<file path="src/rtl/bsg_manycore_bp_link_scheduler.sv">
// bsg_manycore_bp_link_scheduler: spreads one BP request stream over router links round-robin,
// gated by per-link credits, with a drain-all fence.
module bsg_manycore_bp_link_scheduler #(
    parameter int num_links_p   = 4,
    parameter int pkt_width_p   = 128,
    parameter int max_credits_p = 8
) (
    input  logic                               clk_i,
    input  logic                               reset_n_i,
    input  logic [pkt_width_p-1:0]             pkt_i,
    input  logic                               v_i,
    output logic                               ready_and_o,
    output logic [num_links_p*pkt_width_p-1:0] pkt_o,
    output logic [num_links_p-1:0]             v_o,
    input  logic [num_links_p-1:0]             ready_and_i,
    input  logic [num_links_p-1:0]             credit_return_i,
    input  logic                               fence_v_i,
    output logic                               fence_done_o,
    output logic                               credit_err_o
);
    localparam int credit_width_lp = $clog2(max_credits_p+1);
    localparam int lg_links_lp = $clog2(num_links_p);
    localparam logic [credit_width_lp-1:0] max_lp = credit_width_lp'(max_credits_p);
    localparam logic [lg_links_lp:0] links_lp = (lg_links_lp+1)'(num_links_p);

    typedef enum logic [1:0] {RUN, DRAIN, DONE} state_e;
    state_e state, state_n;
    logic [credit_width_lp-1:0] avail [num_links_p];
    logic [credit_width_lp-1:0] avail_n [num_links_p];
    logic [lg_links_lp-1:0] rr_ptr, locked_id, grant, scan;
    logic [lg_links_lp:0] sum;
    logic [num_links_p-1:0] elig, send;
    logic lock, lock_n, send_v, all_full, err_n;

    for (genvar l = 0; l < num_links_p; l++) begin : g_elig
        assign elig[l] = avail[l] != '0;
    end

    // Highest offset is visited first so the lowest offset from rr_ptr wins.
    always_comb begin
        grant = '0;
        sum = '0;
        scan = '0;
        for (int i = num_links_p-1; i >= 0; i--) begin
            sum = {1'b0, rr_ptr} + (lg_links_lp+1)'(i);
            scan = sum >= links_lp ? lg_links_lp'(sum - links_lp) : sum[lg_links_lp-1:0];
            if (elig[scan]) grant = scan;
        end
        if (lock) grant = locked_id;
    end

    // Outputs are forced low while reset is held, even with v_i asserted.
    assign send_v = reset_n_i & v_i & (lock | (state == RUN & |elig));
    assign v_o = num_links_p'(send_v) << grant;
    assign ready_and_o = send_v & ready_and_i[grant];
    assign send = v_o & {num_links_p{ready_and_o}};
    assign pkt_o = {num_links_p{pkt_i}};
    assign fence_done_o = state == DONE;
    assign lock_n = ready_and_o ? 1'b0 : (send_v | lock);

    always_comb begin
        err_n = credit_err_o;
        all_full = 1'b1;
        for (int l = 0; l < num_links_p; l++) begin
            avail_n[l] = avail[l];
            if (send[l] & ~credit_return_i[l])
                avail_n[l] = avail[l] - 1'b1;
            else if (credit_return_i[l] & ~send[l]) begin
                if (avail[l] == max_lp) err_n = 1'b1;
                else avail_n[l] = avail[l] + 1'b1;
            end
            all_full &= avail_n[l] == max_lp;
        end
    end

    always_comb begin
        state_n = state;
        if (state == RUN && fence_v_i) state_n = DRAIN;
        else if (state == DRAIN && !lock_n && all_full) state_n = DONE;
        else if (state == DONE) state_n = RUN;
    end

    always_ff @(posedge clk_i or negedge reset_n_i) begin
        if (!reset_n_i) begin
            state <= RUN;
            rr_ptr <= '0;
            lock <= 1'b0;
            locked_id <= '0;
            credit_err_o <= 1'b0;
            for (int l = 0; l < num_links_p; l++) avail[l] <= max_lp;
        end else begin
            state <= state_n;
            lock <= lock_n;
            credit_err_o <= err_n;
            if (send_v & ~ready_and_i[grant]) locked_id <= grant;
            if (ready_and_o) rr_ptr <= grant == lg_links_lp'(num_links_p-1) ? '0 : grant + 1'b1;
            for (int l = 0; l < num_links_p; l++) avail[l] <= avail_n[l];
        end
    end
endmodule

</file>
<file path="config.mk">
export PLATFORM = sky130hd
export DESIGN_NAME = bsg_manycore_bp_link_scheduler
export DESIGN_NICKNAME = d
export VERILOG_FILES = /design/src/rtl/bsg_manycore_bp_link_scheduler.sv
export SDC_FILE = /design/constraint.sdc
export NUM_CORES = 1
export LEC_CHECK = 0
export BUFFER_PORTS_ARGS = -buffer_cell sky130_fd_sc_hd__clkbuf_2
export CORE_AREA = 8 8 248 250
export CTS_CLUSTER_DIAMETER = 60
export DETAILED_ROUTE_END_ITERATION = 10
export DIE_AREA = 0 0 256 258
export GPL_TIMING_DRIVEN = 0
export HOLD_SLACK_MARGIN = 0.05
export SYNTH_ARGS = -nofsm -noshare
export SYNTH_HDL_FRONTEND = slang
export SYNTH_SLANG_ARGS = --single-unit
</file>
<file path="constraint.sdc">
create_clock -name clk_i -period 9.3 [get_ports clk_i]
set_input_delay 1.86 -clock clk_i [delete_from_list [all_inputs] [get_ports clk_i]]
set_output_delay 1.86 -clock clk_i [all_outputs]
set_load 0.01 [all_outputs]
</file>
==> impl_results.md <==
* Most used cell, CP: clkbuf_2
* CP required at 7.44 ns
* Die Wd at 256 um
* Crit Path Max Fanout at 25
* Yosys Warn Count at 0
* Flops & latches, synth at 24
* Cell count after placement at 2,037
* DRC errors left at 0
* Register-to-Register Path Depth at 13
* PD cells at 102 mW/mm^2
* Crit Path Category: in -> out
* Ys async rst share at 1.00
* GPL Wtd Cong at 0.787
* Final worst slack at 3.68 ns
* Placed inst area at 0.00946 mm^2
* Final Power at 0.978 mW
* Area grow syn2layout at 62.8%
* Clock Path Buffers at 2
* Reg2Reg Setup Slack at 5.13 ns
* Mean Syn Cell Area at 7.88 um^2
* Nets at 1,425
* Die Height at 258 um
* Global route total overflow at 0
* DR vias at 5,843
* Port Buffers at 527
* Post-Route Setup TNS at 0 ns
* Sw Ratio at 0.421
* Fmax achieved at 0.178 GHz
* Peak VDD IR at 67.9 uV
* Root buf cell: clkbuf_16
* Worst path cell trace: clkbuf_2 > nand2_1 > a21oi_2 > a21bo_4 > nor2_1 > clkbuf_2
* GRT Total Usage at 0.0643
* Initial core utilization at 0.102
* Status: finished, final reports clean
* Detail Route Antenna Nets at 0
* Final core utilization at 0.166
* Worst Setup SP: reset_n_i
* Flop pwr share at 0.219
* FF-to-FF End: state[0]
* First-pass GRT wire length at 34,300 um
* Int Power at 0.566 mW
* Crit path DAT at 3.76 ns
* Dpl ws at 3.60 ns
* H-tree depth at 1
* Top_reg_cell synth: dfrtp_1
* Yosys cell types at 67
* Worst slew pin tran at 0.664 ns
* Area leader, netlist: buf_4
* Top cell type's share of synthesized area at 0.655
* Avg Vias per Cell at 2.86
* DP HPWL at 22,300 um
* CTS Hold Buffers Added at 0
* Number of global-route vias before repair at 5,760
* Count leader, synth: buf_4
* Rows at 88
* Wire per inst at 11.7 um
* Max Cap Viol at 0
* Number of synthesized flops with an enable pin at 0
* CTS tree: built
* Slew HR at 0.558
* Share of layout cells above drive strength 1 at 0.837
* Syn_nets at 893
* Final WL at 24,000 um
* Combinational share of power at 0.673
* Largest net degree at the start of global routing at 26
* Hold/Removal Path Class: reg -> reg
* Initial DRC Count at 168
* Proportion of power drawn by the clock network at 0.108
* Startpoint Class: primary input
* Final Skew at 0.00170 ns
* Synth cell count leaders: buf_4, dfrtp_1, nand2_1
* Number of buffers created by CTS at 3
* Net Sw Power at 0.412 mW
* Core area at 0.0574 mm^2
* CP Capture Type: primary output
* RSZ-0062 raised after global routing: false
* Final min period at 5.62 ns
* Part of the cycle the worst path needs at 0.604
* TritonCTS Sinks at 24
* Final Instance Area at 0.00955 mm^2
* Slowest-stage cell, CP: clkbuf_2
* Setup Fix Bufs, Post-CTS at 0
* Finish-stage setup viols at 0
* Top post-synthesis cells by area: buf_4, dfrtp_1, dfstp_2
* Area of the die at 0.0660 mm^2
* Reg2Reg Launch Point: avail[0]
* Drt pass-1 iters at 4
* # resized after CTS at 0
* Final hold slack at 0.499 ns
* Final hold violation count at 0
* I/O pin cnt at 659
* Leakage at 5.56 nW
* Fin cells at 2,041
* Final Max Slew Viols at 0
* CP endpoint: v_o[3]
* CTS clk-pin slew, worst paths at 0.07 ns
* Worst stage delay on the critical path at 0.51 ns
* Ant diodes at 0
* Mapped Area at 0.00587 mm^2
* Clock Latency Late Sink at 0.26 ns
* Antenna violations before repair at 2
* Seq/Total Area, Yosys at 0.103
* Gate Count Post-Synth at 745
## flip-flops by register name, indices dropped and copies added (netlist names)
register / count
avail: 16
credit_err_o: 1
lock: 1
locked_id: 2
rr_ptr: 2
state: 2
## worst min-delay path by stage
| stage | to | cells after the start | slack [ns] | from |
|---|---|---|---|---|
| floorplan | locked_id[0] | 2 | 0.50 | locked_id[0] |
| global placement | credit_err_o | 2 | 0.49 | credit_err_o |
| detailed placement | credit_err_o | 2 | 0.50 | credit_err_o |
| CTS | credit_err_o | 2 | 0.51 | credit_err_o |
| global route | credit_err_o | 2 | 0.53 | credit_err_o |
| finish | credit_err_o | 2 | 0.50 | credit_err_o |
## per-layer routing
metal	GRT usage	vias to the layer above	part of all wire
met3	0.0268	8	0.11
met2	0.127	372	0.55
li1	-	2958	-
met1	0.0623	2505	0.34
met5	0	-	0
met4	0.0114	0	0.0081
## layout make-up
| type | instances | area [um^2] |
|---|---|---|
| plain buffers | 521 | 3900 |
| flip-flops and latches | 24 | 606 |
| clock buffers | 4 | 88.8 |
| well taps | 765 | 957 |
| fillers | 6490 | 47800 |
| multi-input cells | 183 | 1300 |
| repair buffers | 527 | 2640 |
| inverters | 17 | 63.8 |
## logic make-up after synthesis
| family | after synthesis | synth area share |
|---|---|---|
| AOI/OAI and AO/OA | 62 | 0.0781 |
| and+or+nand+nor | 92 | 0.0926 |
| buffers and inverters | 538 | 0.675 |
| adders and majority gates | 9 | 0.0188 |
| DFF | 24 | 0.103 |
| muxes | 11 | 0.0190 |
| xor gates and xnor gates | 9 | 0.0134 |
## power by group through the flow
stage	Sequential (mW)	Clock, mW	Combinational [mW]
global placement	0.216	0	0.660
CTS	0.214	0.107	0.666
floorplan	0.201	0	0.477
global route	0.225	0.112	0.720
detailed placement	0.216	0	0.663
finish	0.215	0.106	0.658
## critical path, delay by kind of cell
family                 cells  cell delay [ns]
buffers and inverters      2             0.79
AND/OR/NAND/NOR            2             0.35
AO/OA/AOI/OAI              2             0.74
## cell usage in the layout (no fill, tap or decap), types with 3 or more instances in the layout
cell type    n
clkbuf_2   527
buf_4      512
dfrtp_1     20
nand2_1     19
inv_1       17
nor2_1      17
a21oi_1     15
o21ai_0     11
mux2i_1     10
ha_1         8
nor3b_1      7
nand3_1      6
xnor2_1      5
clkbuf_1     4
nand3b_1     4
nand4_1      4
a211oi_1     4
o22ai_1      4
xor2_1       4
nand2b_1     4
or4_1        4
dfstp_2      4
buf_2        3
nor3_1       3
or3_1        3
o31ai_1      3
nor2b_1      3
clkbuf_16    3
(Power assumes the default switching activity.)
